**config.mk**
```make
export PLATFORM = sky130hd
export DESIGN_NAME = iq_sample_unpacker_flat
export DESIGN_NICKNAME = d
export VERILOG_FILES = /design/src/rtl/iq_pkg.sv /design/src/rtl/iq_sample_unpacker_if.sv /design/src/rtl/iq_sync_fifo.sv /design/src/rtl/iq_sample_unpacker.sv /design/src/flat_wrapper.sv
export SDC_FILE = /design/constraint.sdc
export NUM_CORES = 1
export LEC_CHECK = 0
export ABC_AREA = 1
export BUFFER_PORTS_ARGS = -buffer_cell sky130_fd_sc_hd__buf_2
export CAP_MARGIN = 25
export CORE_UTILIZATION = 45
export DETAILED_ROUTE_END_ITERATION = 8
export SETUP_SLACK_MARGIN = 0.1
export SKIP_CTS_REPAIR_TIMING = 1
export SLEW_MARGIN = 20
export SYNTH_ARGS = -nofsm -noshare
export SYNTH_HDL_FRONTEND = slang
export SYNTH_SLANG_ARGS = --single-unit
```
**constraint.sdc**
```tcl
create_clock -name clk -period 3.81 [get_ports clk]
set_input_delay 0.5715 -clock clk [delete_from_list [all_inputs] [get_ports clk]]
set_output_delay 0.5715 -clock clk [all_outputs]
set_load 0.03 [all_outputs]
```
**src/rtl/iq_pkg.sv**
```systemverilog
// Shared types and default widths for the I/Q sample unpacker.
// The byte-swap feature is selected at build time with the IQ_BYTE_SWAP_EN macro.
package iq_pkg;

    localparam int IQ_DATA_W     = 16;
    localparam int IQ_FIFO_DEPTH = 8;
    localparam int IQ_CNT_W      = 16;
    localparam int IQ_RESYNC_W   = 8;

    // One complex sample at the default width
    typedef struct packed {
        logic [IQ_DATA_W-1:0] i;
        logic [IQ_DATA_W-1:0] q;
    } iq_pair_t;

    // Pairing state: waiting for an I word, or holding one and waiting for Q
    typedef enum logic {
        WAIT_I = 1'b0,
        HAVE_I = 1'b1
    } unpack_state_t;

endpackage

```
**src/rtl/iq_sample_unpacker_if.sv**
```systemverilog
// Sample stream bundle: interleaved word input (no backpressure) and
// valid/ready paired output. slave = unpacker side, master = source/sink side.
interface iq_sample_unpacker_if #(
    parameter int DATA_W = 16
) ();

    logic              in_valid;
    logic [DATA_W-1:0] in_word;
    logic              in_sync;
    logic              out_valid;
    logic              out_ready;
    logic [DATA_W-1:0] i_out;
    logic [DATA_W-1:0] q_out;

    modport slave (
        input  in_valid, in_word, in_sync, out_ready,
        output out_valid, i_out, q_out
    );

    modport master (
        output in_valid, in_word, in_sync, out_ready,
        input  out_valid, i_out, q_out
    );

endinterface

```
**src/rtl/iq_sync_fifo.sv**
```systemverilog
// Show-ahead synchronous FIFO of arbitrary packed elements.
// A push into a full FIFO is accepted when a pop happens in the same cycle.
// Pointers wrap naturally, so DEPTH must be a power of 2.
module iq_sync_fifo
    import iq_pkg::*;
#(
    parameter type T     = iq_pair_t,
    parameter int  DEPTH = IQ_FIFO_DEPTH
) (
    input  logic                     clk,
    input  logic                     reset,
    input  logic                     push,
    input  T                         push_data,
    input  logic                     pop,
    output logic                     can_push,
    output logic                     empty,
    output T                         head,
    output logic [$clog2(DEPTH):0]   level
);

    localparam int AW = $clog2(DEPTH);
    localparam int LW = AW + 1;

    T              mem [DEPTH];
    logic [AW-1:0] wr_ptr_reg;
    logic [AW-1:0] rd_ptr_reg;
    logic [LW-1:0] level_reg;
    logic          do_push;
    logic          do_pop;

    assign empty    = (level_reg == '0);
    assign do_pop   = pop && !empty;
    assign can_push = (level_reg != LW'(DEPTH)) || do_pop;
    assign do_push  = push && can_push;
    assign level    = level_reg;

    // Storage write; contents need no reset because level gates visibility
    always_ff @(posedge clk) begin
        if (do_push) begin
            mem[wr_ptr_reg] <= push_data;
        end
    end

    // Pointers and occupancy; a simultaneous push and pop leaves level unchanged
    always_ff @(posedge clk or negedge reset) begin
        if (!reset) begin
            wr_ptr_reg <= '0;
            rd_ptr_reg <= '0;
            level_reg  <= '0;
        end else begin
            if (do_push) wr_ptr_reg <= wr_ptr_reg + AW'(1);
            if (do_pop)  rd_ptr_reg <= rd_ptr_reg + AW'(1);
            case ({do_push, do_pop})
                2'b10:   level_reg <= level_reg + LW'(1);
                2'b01:   level_reg <= level_reg - LW'(1);
                default: level_reg <= level_reg;
            endcase
        end
    end

    // Show-ahead head; forced to zero when nothing is stored
    always_comb begin
        head = '0;
        if (!empty) head = mem[rd_ptr_reg];
    end

endmodule

```
**src/rtl/iq_sample_unpacker.sv**
```systemverilog
// Pairs a free-running interleaved I/Q word stream into complex samples,
// buffers them in a small FIFO and counts dropped pairs and resyncs.
// Define IQ_BYTE_SWAP_EN to exchange the two bytes of every input word
// (requires DATA_W = 16).
module iq_sample_unpacker
    import iq_pkg::*;
#(
    parameter int DATA_W     = IQ_DATA_W,
    parameter int FIFO_DEPTH = IQ_FIFO_DEPTH,
    parameter int CNT_W      = IQ_CNT_W
) (
    input  logic                          clk,
    input  logic                          reset,
    iq_sample_unpacker_if.slave           bus,
    output logic [$clog2(FIFO_DEPTH):0]   fifo_level,
    output logic [CNT_W-1:0]              overflow_cnt,
    output logic [IQ_RESYNC_W-1:0]        resync_cnt
);

    typedef struct packed {
        logic [DATA_W-1:0] i;
        logic [DATA_W-1:0] q;
    } pair_t;

    unpack_state_t          st_reg, st_next;
    logic [DATA_W-1:0]      i_hold_reg, i_hold_next;
    logic [DATA_W-1:0]      word;
    logic                   q_arrived;
    logic                   resync;
    logic                   can_push;
    logic                   drop;
    logic                   fifo_empty;
    pair_t                  push_pair;
    pair_t                  head_pair;
    logic [CNT_W-1:0]       overflow_cnt_reg;
    logic [IQ_RESYNC_W-1:0] resync_cnt_reg;

`ifdef IQ_BYTE_SWAP_EN
    assign word = {bus.in_word[7:0], bus.in_word[15:8]};
`else
    assign word = bus.in_word;
`endif

    // Pairing decisions: latch I, complete a pair on Q, or restart on sync
    always_comb begin
        st_next     = st_reg;
        i_hold_next = i_hold_reg;
        q_arrived   = 1'b0;
        resync      = 1'b0;
        if (bus.in_valid) begin
            case (st_reg)
                WAIT_I: begin
                    i_hold_next = word;
                    st_next     = HAVE_I;
                end
                HAVE_I: begin
                    if (bus.in_sync) begin
                        i_hold_next = word;
                        resync      = 1'b1;
                    end else begin
                        q_arrived = 1'b1;
                        st_next   = WAIT_I;
                    end
                end
                default: st_next = WAIT_I;
            endcase
        end
    end

    // Pairing state and pending I word
    always_ff @(posedge clk or negedge reset) begin
        if (!reset) begin
            st_reg     <= WAIT_I;
            i_hold_reg <= '0;
        end else begin
            st_reg     <= st_next;
            i_hold_reg <= i_hold_next;
        end
    end

    assign push_pair = '{i: i_hold_reg, q: word};
    assign drop      = q_arrived && !can_push;

    iq_sync_fifo #(
        .T     (pair_t),
        .DEPTH (FIFO_DEPTH)
    ) u_fifo (
        .clk       (clk),
        .reset     (reset),
        .push      (q_arrived),
        .push_data (push_pair),
        .pop       (bus.out_ready),
        .can_push  (can_push),
        .empty     (fifo_empty),
        .head      (head_pair),
        .level     (fifo_level)
    );

    // Saturating debug counters, cleared only by reset
    always_ff @(posedge clk or negedge reset) begin
        if (!reset) begin
            overflow_cnt_reg <= '0;
            resync_cnt_reg   <= '0;
        end else begin
            if (drop && (overflow_cnt_reg != '1))
                overflow_cnt_reg <= overflow_cnt_reg + CNT_W'(1);
            if (resync && (resync_cnt_reg != '1))
                resync_cnt_reg <= resync_cnt_reg + IQ_RESYNC_W'(1);
        end
    end

    assign bus.out_valid = !fifo_empty;
    assign bus.i_out     = head_pair.i;
    assign bus.q_out     = head_pair.q;
    assign overflow_cnt  = overflow_cnt_reg;
    assign resync_cnt    = resync_cnt_reg;

endmodule

```
**src/flat_wrapper.sv**
```systemverilog
// flat-port wrapper written by rule: the top's interface ports become plain ports
module iq_sample_unpacker_flat import iq_pkg::*;
#(
    parameter int DATA_W     = IQ_DATA_W,
    parameter int FIFO_DEPTH = IQ_FIFO_DEPTH,
    parameter int CNT_W      = IQ_CNT_W
)
  (clk, reset, fifo_level, overflow_cnt, resync_cnt, bus_in_valid, bus_in_word, bus_in_sync, bus_out_ready, bus_out_valid, bus_i_out, bus_q_out);
  iq_sample_unpacker_if #(.DATA_W(DATA_W)) bus_i ();
  input  logic clk;
  input  logic reset;
  output logic [$clog2(FIFO_DEPTH):0] fifo_level;
  output logic [CNT_W-1:0] overflow_cnt;
  output logic [IQ_RESYNC_W-1:0] resync_cnt;
  input wire logic [$bits(bus_i.in_valid)-1:0] bus_in_valid;
  input wire logic [$bits(bus_i.in_word)-1:0] bus_in_word;
  input wire logic [$bits(bus_i.in_sync)-1:0] bus_in_sync;
  input wire logic [$bits(bus_i.out_ready)-1:0] bus_out_ready;
  output wire logic [$bits(bus_i.out_valid)-1:0] bus_out_valid;
  output wire logic [$bits(bus_i.i_out)-1:0] bus_i_out;
  output wire logic [$bits(bus_i.q_out)-1:0] bus_q_out;
  assign bus_i.in_valid = bus_in_valid;
  assign bus_i.in_word = bus_in_word;
  assign bus_i.in_sync = bus_in_sync;
  assign bus_i.out_ready = bus_out_ready;
  assign bus_out_valid = bus_i.out_valid;
  assign bus_i_out = bus_i.i_out;
  assign bus_q_out = bus_i.q_out;
  iq_sample_unpacker #(.DATA_W(DATA_W), .FIFO_DEPTH(FIFO_DEPTH), .CNT_W(CNT_W)) u_core (.clk(clk), .reset(reset), .bus(bus_i), .fifo_level(fifo_level), .overflow_cnt(overflow_cnt), .resync_cnt(resync_cnt));
endmodule
```
Word-level counts from Yosys, hierarchy flattened
Memory sizes are Yosys's and may differ from the RTL's.
Index checks and enable logic that the tools add are counted.
- register bits: 51
- bits in writable memories: 256
- bits of input ports: 21
- output and inout port bits: 61
- logic and storage cells: 45
- memories kept: 1
- add/subtract/negate cells: 6
- eq/ne operators: 6
- mux-type cells: 13
- bitwise gates (word level): 1
- reductions and logical operators: 11
- memories (name ; depth ; width ; read ports ; clocked after memory_dff ; wr ports ; line ; text):
    u_core.u_fifo.mem ; 8 ; 32 ; 1 ; 0 ; 1 ; iq_sync_fifo.sv:24 ; T mem [DEPTH];
- operator list (operator ; number):
    2-to-1 mux 32 bit ; 1
    one-hot mux 16 bit (2 select lines) ; 1
    adder 16 x 1 -> 16 bit, second input constant ; 1
    2-to-1 mux 16 bit ; 1
    inequality test 16 bit, second input constant ; 1
    adder 8 x 1 -> 8 bit, second input constant ; 1
    2-to-1 mux 1 bit ; 8
    inequality test 8 bit, second input constant ; 1
    one-hot mux 4 bit (2 select lines) ; 1
    adder 3 x 1 -> 3 bit, second input constant ; 2
    logical AND 1 bit ; 5
    adder 4 x 1 -> 4 bit, second input constant ; 1
    zero test 4 bit ; 1
    inequality test 4 bit, second input constant ; 1
    subtractor 4 x 1 -> 4 bit, second input constant ; 1
    equality test 2 x 1 -> 1 bit, second input constant ; 1
    equality test 2 bit, second input constant ; 1
    zero test 1 bit ; 2
    inequality test 2 bit, second input constant ; 1
    one-hot mux 1 bit (2 select lines) ; 1
    AND reduction 2 bit ; 1
    nonzero test 2 bit ; 1
    logical OR 1 bit ; 1
    inverter 1 bit ; 1

Depth between registers and ports, before layout
Gate-level depths: netlist (run 1).
- depth in word-level cells: 7
- mapped depth: 12
- gate-level depth less buffers: 12

By module
A second synthesis (run 1) with hierarchy kept.
- cells, all modules: 1106
- area total of the unflattened synthesis: 12828.6 um2
- by module, submodules not included (module ; times used ; cells an instance ; area each (um2) ; seq. area each (um2)):
    iq_sync_fifo ; 1 ; 870 ; 10686.5 ; 7937.6
    iq_sample_unpacker ; 1 ; 236 ; 2142.1 ; 1026.0

Worst setup path after synthesis (run 1)
Ideal clock, no wire load.
- path type: input -> register
- start: input bus_in_sync
- end: memory u_core.u_fifo.mem[0][0] (netlist bit) (enable)
- setup time: 0.421 ns
- data arrival time: 2.544 ns
- required time: 3.389 ns
- path slack: 0.845 ns
- cell stages on the path: 6
- path buffers: 0
- cell sequence: inv_1 nand3_1 inv_1 nand2_1 or2_2 nor2_1
- longest elaborated chain between the ends: 6
- ends and longest elaborated chain (what ; line ; text):
    start, declared ; flat_wrapper.sv:17 ; input wire logic [$bits(bus_i.in_sync)-1:0] bus_in_sync;
    2-to-1 mux 1 bit ; iq_sample_unpacker.sv:57 ; if (bus.in_sync) begin
    2-to-1 mux 1 bit ; iq_sample_unpacker.sv:51 ; case (st_reg)
    2-to-1 mux 1 bit ; iq_sample_unpacker.sv:50 ; if (bus.in_valid) begin
    logical AND 1 bit ; iq_sync_fifo.sv:34 ; assign do_push = push && can_push;
    2-to-1 mux 1 bit ; iq_sync_fifo.sv:39 ; if (do_push) begin
    2-to-1 mux 1 bit (implied by the code) ; iq_sync_fifo.sv:40 ; mem[wr_ptr_reg] <= push_data;
    end, declared ; iq_sync_fifo.sv:24 ;
No other way between the ends.

Worst setup path after layout (run 1)
- start: register u_core.u_fifo.rd_ptr_reg[1]
- end: output bus_i_out[15]
- longest elaborated chain between the ends: 2
- ends and longest elaborated chain (what ; line ; text):
    start, declared ; iq_sync_fifo.sv:26 ; logic [AW-1:0] rd_ptr_reg;
    start signal, assigned ; iq_sync_fifo.sv:52 ; if (do_pop) rd_ptr_reg <= rd_ptr_reg + AW'(1);
    memory (8 x 32 bit) ; n/a ;
    2-to-1 mux 32 bit ; iq_sync_fifo.sv:64 ; if (!empty) head = mem[rd_ptr_reg];
    end, declared ; flat_wrapper.sv:20 ; output wire logic [$bits(bus_i.i_out)-1:0] bus_i_out;
No other way between the ends.

==> impl_metrics.prom, run 1 <==
# TYPE chip_impl_metric gauge
chip_impl_info{name="run_status",value="finished, final reports clean"} 1
chip_impl_metric{name="final_total_negative_setup_slack",unit="ns"} 0
chip_impl_metric{name="gr-usage-all-layers",unit="%"} 20.55
chip_impl_metric{name="comb_power_share",unit="%"} 34.9
chip_impl_info{name="unrepaired_setup_endpoints_after_global_routing",value="no"} 1
chip_impl_metric{name="final_layout_size_suffix_gt1_share",unit="%"} 16.20
chip_impl_metric{name="io_pins",unit=""} 82
chip_impl_metric{name="antenna_found_initial",unit=""} 1
chip_impl_metric{name="route.detailed.wl_per_inst",unit="microns"} 18.53
chip_impl_metric{name="synth_area_per_cell",unit="sq um"} 11.74
chip_impl_metric{name="globalRouteOverflowTotal",unit=""} 0
chip_impl_metric{name="worst_pin_slew",unit="ns"} 0.9932
chip_impl_metric{name="num_cts_buffers",unit=""} 34
chip_impl_info{name="synthDominantAreaCellType",value="sky130_fd_sc_hd__edfxtp_1"} 1
chip_impl_metric{name="synth_top_area_share",unit="%"} 60.83
chip_impl_metric{name="yosysWarnings",unit=""} 0
chip_impl_metric{name="synth_sequential_area_ratio",unit="%"} 70.93
chip_impl_metric{name="grt_start_max_net_pins",unit=""} 130
chip_impl_metric{name="cts_buffer_depth",unit=""} 3
chip_impl_metric{name="worstSkewPairLatency",unit="ns"} 0.53
chip_impl_metric{name="final-setup-viol-count",unit=""} 0
chip_impl_metric{name="num_vias",unit=""} 8338
chip_impl_metric{name="timing.final.max_slew_violations",unit=""} 0
chip_impl_metric{name="dp_hpwl",unit="mm"} 16.45
chip_impl_metric{name="power.net_switching",unit="mW"} 4.346
chip_impl_metric{name="synth.cell_area",unit="sq um"} 12640
chip_impl_metric{name="synth.ff_latch_count",unit=""} 307
chip_impl_metric{name="ant_nets",unit=""} 0
chip_impl_info{name="layout_common_cells",value="sky130_fd_sc_hd__edfxtp_1, sky130_fd_sc_hd__nor2_1, sky130_fd_sc_hd__nand2_1, sky130_fd_sc_hd__o21ai_0, sky130_fd_sc_hd__buf_2"} 1
chip_impl_info{name="hold_path_class",value="in -> async"} 1
chip_impl_info{name="netlist_top_cells_area",value="sky130_fd_sc_hd__edfxtp_1, sky130_fd_sc_hd__dfrtp_1, sky130_fd_sc_hd__nor2_1"} 1
chip_impl_metric{name="post-route-period-util",unit="%"} 87.18
chip_impl_metric{name="timing.critical_path.required",unit="ns"} 3.24
chip_impl_metric{name="largest_register_ffs",unit=""} 256
chip_impl_metric{name="wirelength",unit="mm"} 28.85
chip_impl_metric{name="yosys.cell_types.count",unit=""} 28
chip_impl_info{name="final_common_cell",value="sky130_fd_sc_hd__edfxtp_1"} 1
chip_impl_metric{name="worstPathArrival",unit="ns"} 2.75
chip_impl_info{name="critical_path_source_type",value="register"} 1
chip_impl_metric{name="port_buffers",unit=""} 81
chip_impl_metric{name="post-route-drc-count",unit=""} 0
chip_impl_metric{name="final.setup_skew",unit="ns"} 0.02394
chip_impl_metric{name="power.density",unit="nW/um^2"} 771.3
chip_impl_metric{name="vdd_ir_drop_max",unit="mV"} 0.6546
chip_impl_metric{name="place_congestion",unit=""} 0.7807
chip_impl_metric{name="p_clk_share",unit="%"} 28.4
chip_impl_metric{name="ctsHtreeMaxLevel",unit=""} 2
chip_impl_metric{name="grt_first_pass_wirelength",unit="mm"} 44.96
chip_impl_metric{name="p_leak",unit="nW"} 5.412
chip_impl_info{name="timing.setup.critical_path_class",value="reg -> out"} 1
chip_impl_metric{name="floorplan.die.width",unit="microns"} 169.6
chip_impl_metric{name="mappedNetlistNets",unit=""} 1104
chip_impl_metric{name="first_global_vias",unit=""} 7827
chip_impl_metric{name="design.core.area",unit="sq um"} 27250
chip_impl_metric{name="timing.critical_path.fanout_max",unit=""} 97
chip_impl_metric{name="finish.utilization",unit="%"} 53.69
chip_impl_metric{name="worst_slew_margin_rel",unit="%"} 33.79
chip_impl_metric{name="rows",unit=""} 60
chip_impl_metric{name="firstDrtPassIters",unit=""} 5
chip_impl_metric{name="worst_setup_hold_path_clk_slew",unit="ns"} 0.06
chip_impl_info{name="clk_root_buffer_cell",value="sky130_fd_sc_hd__clkbuf_16"} 1
chip_impl_metric{name="period_minus_slack",unit="ns"} 3.321
chip_impl_metric{name="initial_utilization",unit="%"} 46.37
chip_impl_metric{name="flow.area_growth_from_synthesis",unit="%"} 15.78
chip_impl_metric{name="fp.dieH",unit="microns"} 169.6
chip_impl_metric{name="fmax",unit="GHz"} 0.3011
chip_impl_metric{name="fin_nets",unit=""} 1187
chip_impl_info{name="clock_tree_from_tritoncts",value="done"} 1
chip_impl_metric{name="final_hold_viol_count",unit=""} 0
chip_impl_metric{name="intPower",unit="mW"} 6.940
chip_impl_metric{name="drt_first_iter_violations",unit=""} 722
chip_impl_metric{name="seqPwrFrac",unit="%"} 36.7
chip_impl_metric{name="switching_share",unit="%"} 38.51
chip_impl_info{name="end_kind",value="primary output"} 1
chip_impl_metric{name="clock-sinks",unit=""} 307
chip_impl_metric{name="die_area",unit="sq um"} 28760
chip_impl_metric{name="antenna-diode-count",unit=""} 0
chip_impl_metric{name="syn-instance-count",unit=""} 1076
chip_impl_metric{name="cap_viol_max_count",unit=""} 0
chip_impl_metric{name="drt-vias-per-instance",unit=""} 5.355
## path summary, 6_finish.rpt
kind,start,to,slack (ns),cells past startpoint
max,u_core.u_fifo.rd_ptr_reg[1],bus_i_out[15],0.49,6
min,reset,u_core.overflow_cnt[9],0.10,1
max reg2reg,u_core.u_fifo.level[1],u_core.u_fifo.level[3],0.75,12
min reg2reg,u_core.u_fifo.level[3],u_core.u_fifo.level[3],0.53,2
max in group asynchronous,reset,u_core.u_fifo.rd_ptr_reg[0],2.90,2
min in group clk,bus_in_valid,u_core.st_reg,0.30,2
## metrics by stage
| stage | total power, mW | instances | setup WS (ns) | hold WS [ns] | instance area (sq um) |
|---|---|---|---|---|---|
| after global routing | 11.90 | 1557 | 0.3612 | 0.1583 | 14630 |
| after CTS | 11.38 | 1557 | 0.4615 | 0.1232 | 14630 |
| after detailed placement | 8.181 | 1495 | 0.7770 | 0.5132 | 13550 |
| final | 11.29 | 1557 | 0.4886 | 0.1033 | 14630 |
| after global placement | 8.143 | 1495 | 0.9281 | 0.5102 | 13550 |
| after floorplan | 6.930 | 1076 | 0.8450 | 0.2759 | 12640 |
## critical path, cell delays in order, from the launching register on
cell                       delay (ns)
sky130_fd_sc_hd__dfrtp_2         0.35
sky130_fd_sc_hd__buf_4           0.77
sky130_fd_sc_hd__o21ai_0         0.25
sky130_fd_sc_hd__o211ai_1        0.25
sky130_fd_sc_hd__nand2_1         0.08
sky130_fd_sc_hd__nor2_1          0.27
sky130_fd_sc_hd__buf_2           0.26
## synth_stat cells
library cell / count
sky130_fd_sc_hd__nor3_1: 2
sky130_fd_sc_hd__dfrtp_1: 51
sky130_fd_sc_hd__nor2_1: 251
sky130_fd_sc_hd__o21ai_2: 2
sky130_fd_sc_hd__inv_1: 29
sky130_fd_sc_hd__or2_2: 1
sky130_fd_sc_hd__clkbuf_1: 35
sky130_fd_sc_hd__nor2_4: 1
sky130_fd_sc_hd__o21ai_0: 137
sky130_fd_sc_hd__clkinv_1: 1
sky130_fd_sc_hd__nor2_2: 1
sky130_fd_sc_hd__ha_1: 6
sky130_fd_sc_hd__nand3_1: 17
sky130_fd_sc_hd__nand2_2: 7
sky130_fd_sc_hd__buf_4: 3
sky130_fd_sc_hd__buf_6: 1
sky130_fd_sc_hd__o211ai_1: 32
sky130_fd_sc_hd__xor2_1: 5
sky130_fd_sc_hd__buf_2: 15
sky130_fd_sc_hd__nand2_1: 154
sky130_fd_sc_hd__mux2_2: 16
sky130_fd_sc_hd__nand3_2: 1
sky130_fd_sc_hd__fa_1: 1
sky130_fd_sc_hd__xnor2_1: 13
sky130_fd_sc_hd__o22ai_1: 32
sky130_fd_sc_hd__nand4_1: 5
sky130_fd_sc_hd__edfxtp_1: 256
sky130_fd_sc_hd__buf_12: 1
## layout make-up
class | count | area, sq um
clock buffer | 48 | 913.4
clock inverter | 14 | 165.2
fill | 2334 | 12620
inverter | 30 | 113.9
multi-input combinational | 684 | 3366
sequential | 307 | 8970
tap | 372 | 465.4
timing repair buffer | 102 | 638.1
## routing by layer
layer	GRT usage (%)	wire [microns]	up-vias
met5	0	0	-
met4	5.523	500	0
met3	3.568	1832	42
met2	33.04	13490	231
met1	28.87	13020	4122
li1	-	-	3943
## logic make-up (layout without fill, tap and decap cells)
kind of cell / Yosys count / count (layout) / synth area share (%)
compound gates: 203 / 203 / 9.050
mux: 16 / 16 / 1.426
simple gates: 440 / 440 / 13.64
flops: 307 / 307 / 70.93
fa+ha+maj: 7 / 7 / 0.7525
xor+xnor: 18 / 18 / 1.248
buf+inv: 85 / 194 / 2.950
## power by group through the flow
| stage | clock network [mW] | registers (mW) | logic, mW |
|---|---|---|---|
| after CTS | 3.25 | 4.14 | 3.99 |
| final | 3.20 | 4.14 | 3.94 |
| after global placement | 0 | 4.20 | 3.94 |
| after detailed placement | 0 | 4.21 | 3.97 |
| after global routing | 3.39 | 4.17 | 4.34 |
| after floorplan | 0 | 4.19 | 2.74 |
(Power assumes the default switching activity.)
==> run 2: changes to the inputs <==
- ABC_AREA: 1 -> not set
==> run 2 against run 1 <==
  * The run now ends with DRC left
  * Register-to-register slack better by 0.59 ns
  * Setup slack better by 0.21 ns
  * Combinational power is 19% lower
  * Fmax is 6.7% higher
  * Core utilization is 0.25 points higher
  * Global-route usage is 2.1 points lower
  * Critical path depth is 1 lower
  * Hold slack better by 0.25 ns
  * Clock power is 3% lower
  * Die area is 4.9% lower
  * Critical path type unchanged
  * Critical endpoint is now bus_q_out[13]
==> impl_metrics.prom, run 2 <==
# TYPE chip_impl_metric gauge
chip_impl_metric{name="dp_hpwl",unit="mm"} 14.00
chip_impl_metric{name="worstSkewPairLatency",unit="ns"} 0.50
chip_impl_metric{name="final.setup_skew",unit="ns"} 0.01747
chip_impl_metric{name="timing.critical_path.fanout_max",unit=""} 18
chip_impl_info{name="netlist_top_cells_area",value="sky130_fd_sc_hd__edfxtp_1, sky130_fd_sc_hd__mux4_2, sky130_fd_sc_hd__dfrtp_1"} 1
chip_impl_info{name="most_common_library_cells_after_synthesis",value="sky130_fd_sc_hd__edfxtp_1, sky130_fd_sc_hd__mux4_2, sky130_fd_sc_hd__dfrtp_1"} 1
chip_impl_info{name="yosysMostFrequentCell",value="sky130_fd_sc_hd__edfxtp_1"} 1
chip_impl_metric{name="worst_setup_hold_path_clk_slew",unit="ns"} 0.06
chip_impl_metric{name="period_minus_slack",unit="ns"} 3.114
chip_impl_info{name="critical_path_source_type",value="register"} 1
chip_impl_metric{name="synth_enable_flop_cells",unit=""} 256
chip_impl_metric{name="mappedNetlistNets",unit=""} 628
chip_impl_metric{name="route.detailed.wl_per_inst",unit="microns"} 22.35
chip_impl_metric{name="first_global_vias",unit=""} 6356
chip_impl_metric{name="synth.ff_latch_count",unit=""} 307
chip_impl_metric{name="power",unit="mW"} 10.62
chip_impl_metric{name="vdd_ir_drop_max",unit="mV"} 0.4850
chip_impl_metric{name="largest_register_ffs",unit=""} 256
chip_impl_metric{name="syn-instance-count",unit=""} 600
chip_impl_metric{name="synth_top_area_share",unit="%"} 64.01
chip_impl_metric{name="worst_slew_margin_rel",unit="%"} 56.79
chip_impl_metric{name="cp_num_buf_inv",unit=""} 2
chip_impl_info{name="worstReg2RegEnd",value="u_core.u_fifo.level[3]"} 1
chip_impl_metric{name="p_leak",unit="nW"} 4.991
chip_impl_metric{name="worst_pin_slew",unit="ns"} 0.6482
chip_impl_metric{name="timing.final.max_slew_violations",unit=""} 0
chip_impl_info{name="synthDominantAreaCellType",value="sky130_fd_sc_hd__edfxtp_1"} 1
chip_impl_info{name="timing.setup.critical_path_class",value="reg -> out"} 1
chip_impl_metric{name="flow.area_growth_from_synthesis",unit="%"} 17.37
chip_impl_info{name="end_kind",value="primary output"} 1
chip_impl_metric{name="synth.cell_area",unit="sq um"} 12010
chip_impl_metric{name="initial_utilization",unit="%"} 45.96
chip_impl_metric{name="ctsHtreeMaxLevel",unit=""} 2
chip_impl_metric{name="worst_path_largest_cell_delay",unit="ns"} 0.62
chip_impl_metric{name="io_pins",unit=""} 82
chip_impl_metric{name="filler_cell_count",unit=""} 2100
chip_impl_metric{name="grt_first_pass_wirelength",unit="mm"} 36.76
chip_impl_metric{name="fp.dieH",unit="microns"} 165.4
chip_impl_metric{name="ant_nets",unit=""} 0
chip_impl_info{name="worst_path_max_delay_cell",value="sky130_fd_sc_hd__dfrtp_4"} 1
chip_impl_metric{name="final_layout_size_suffix_gt1_share",unit="%"} 33.69
chip_impl_info{name="crit_chain",value="buf_4 -> mux4_2 -> mux2i_1 -> nor2_1 -> buf_2"} 1
chip_impl_metric{name="antenna-diode-count",unit=""} 0
chip_impl_info{name="critical_path.reg2reg.startpoint",value="u_core.u_fifo.level[1]"} 1
chip_impl_metric{name="cap_viol_max_count",unit=""} 0
chip_impl_metric{name="wirelength",unit="mm"} 24.00
chip_impl_metric{name="final_hold_viol_count",unit=""} 0
chip_impl_info{name="yosys_most_used_dff",value="sky130_fd_sc_hd__edfxtp_1"} 1
chip_impl_info{name="final_common_cell",value="sky130_fd_sc_hd__edfxtp_1"} 1
chip_impl_metric{name="timing.reg2reg.worst_path_depth",unit=""} 10
chip_impl_info{name="violations_in_the_final_reports",value="DRC"} 1
chip_impl_metric{name="power.density",unit="nW/um^2"} 753.3
chip_impl_metric{name="hold_depth",unit=""} 1
chip_impl_metric{name="yosys.cell_types.count",unit=""} 38
chip_impl_info{name="clock_tree_from_tritoncts",value="done"} 1
chip_impl_info{name="hold_path_class",value="in -> reg"} 1
chip_impl_metric{name="place_congestion",unit=""} 0.7764
chip_impl_info{name="hold_path_end",value="u_core.u_fifo.mem[1][3]"} 1
chip_impl_metric{name="drt-vias-per-instance",unit=""} 5.539
chip_impl_metric{name="drt_first_iter_violations",unit=""} 526
chip_impl_metric{name="design.core.area",unit="sq um"} 26130
chip_impl_metric{name="final_total_negative_setup_slack",unit="ns"} 0
chip_impl_info{name="clk_root_buffer_cell",value="sky130_fd_sc_hd__clkbuf_16"} 1
chip_impl_metric{name="worstPathArrival",unit="ns"} 2.54
chip_impl_metric{name="synth_area_per_cell",unit="sq um"} 20.02
chip_impl_metric{name="port_buffers",unit=""} 81
chip_impl_metric{name="clock-sinks",unit=""} 307
chip_impl_metric{name="synth_async_sr_flop_share",unit="%"} 16.61
chip_impl_metric{name="post-route-period-util",unit="%"} 81.74
chip_impl_metric{name="floorplan.die.width",unit="microns"} 165.4
chip_impl_metric{name="post-route-drc-count",unit=""} 10
chip_impl_metric{name="gr-usage-all-layers",unit="%"} 18.48
chip_impl_metric{name="firstDrtPassIters",unit=""} 6
chip_impl_metric{name="num_vias",unit=""} 5949
chip_impl_info{name="worst_hold_startpoint",value="bus_in_word[3]"} 1
chip_impl_metric{name="antenna_found_initial",unit=""} 0
chip_impl_metric{name="final-setup-viol-count",unit=""} 0
chip_impl_metric{name="yosysWarnings",unit=""} 0
chip_impl_metric{name="die_area",unit="sq um"} 27350
chip_impl_metric{name="synth_sequential_area_ratio",unit="%"} 74.63
chip_impl_metric{name="grt_start_max_net_pins",unit=""} 41
chip_impl_metric{name="num_cts_buffers",unit=""} 34
chip_impl_info{name="path_delay_family",value="multiplexers"} 1
chip_impl_metric{name="reg2reg_slack",unit="ns"} 1.34
chip_impl_metric{name="fin_nets",unit=""} 742
chip_impl_metric{name="timing.critical_path.required",unit="ns"} 3.24
chip_impl_info{name="run_status",value="complete, but fails checks"} 1
chip_impl_metric{name="fmax",unit="GHz"} 0.3211
chip_impl_info{name="unrepaired_setup_endpoints_after_global_routing",value="no"} 1
chip_impl_info{name="layout_common_cells",value="sky130_fd_sc_hd__edfxtp_1, sky130_fd_sc_hd__buf_2, sky130_fd_sc_hd__mux4_2, sky130_fd_sc_hd__dfrtp_1, sky130_fd_sc_hd__nor2_1"} 1
chip_impl_metric{name="rows",unit=""} 59
chip_impl_metric{name="cts_buffer_depth",unit=""} 3
chip_impl_metric{name="globalRouteOverflowTotal",unit=""} 0
-- run 2: cell types whose count changed in the layout (fill, tap and decap cells not counted), moves of 34 or more --
cell / delta
sky130_fd_sc_hd__nor2_1: -203
sky130_fd_sc_hd__nand2_1: -141
sky130_fd_sc_hd__mux4_2: +64
sky130_fd_sc_hd__mux2i_1: +34
sky130_fd_sc_hd__o21ai_0: -137
-- run 2: how the worst max path moves through the flow --
stage	from	to	slack [ns]	cells after the start
final	u_core.u_fifo.rd_ptr_reg[0]	bus_q_out[13]	0.70	5
after global routing	u_core.u_fifo.rd_ptr_reg[0]	bus_q_out[13]	0.52	5
after CTS	u_core.u_fifo.rd_ptr_reg[0]	bus_q_out[13]	0.62	5
after detailed placement	bus_in_sync	u_core.u_fifo.mem[2][2]	1.14	6
after global placement	u_core.u_fifo.rd_ptr_reg[0]	bus_q_out[15]	1.21	5
after floorplan	bus_in_sync	u_core.u_fifo.mem[7][0]	0.80	4
-- run 2: area by class of cell --
type | instances | area [sq um] | share of cell area (%)
multi-input combinational | 264 | 2999 | 21.28
clock inverter | 11 | 112.6 | 0.7989
sequential | 307 | 8970 | 63.63
tap | 335 | 419.2 | 2.974
clock buffer | 50 | 952.2 | 6.755
timing repair buffer | 101 | 620.6 | 4.403
inverter | 6 | 22.52 | 0.1598
-- run 2: report_power, final --
part	switching [mW]	internal [mW]	total, mW	leakage, nW
logic	1.87	1.32	3.19	1.53
clock network	1.22	1.87	3.10	0.517
registers	0.344	3.98	4.33	2.95
total	3.44	7.18	10.6	4.99
-- run 2: kinds of logic (layout without fill, tap and decap cells) --
family,Yosys count,count (layout),share of synthesized area [%]
AO/OA/AOI/OAI,11,11,0.7917
multiplexers,120,120,16.90
buffers and inverters,29,168,1.031
adder cells (fa/ha/maj),7,7,0.7917
AND/OR/NAND/NOR,100,100,3.959
XOR/XNOR,26,26,1.896
flip-flops,307,307,74.63
-- run 2: routing by layer --
layer	vias up	track usage [%]	routed length, microns
met5	-	0	0
met4	0	4.463	319
met3	30	3.297	1047
met2	145	32.12	12380
met1	3139	24.16	10260
li1	2635	-	-
-- run 2: stage by stage --
stage / area, sq um / setup WS, ns / hold WS [ns] / util [%] / cells
floorplan: 12020 / 0.8002 / 0.2759 / - / 600
global placement: 13020 / 1.205 / 0.4539 / 49.83 / 1012
detailed placement: 13020 / 1.143 / 0.4587 / 49.83 / 1012
CTS: 14090 / 0.6202 / -0.07007 / 53.90 / 1073
global route: 14100 / 0.5205 / 0.3541 / 53.94 / 1074
finish: 14100 / 0.6959 / 0.3525 / 53.94 / 1074
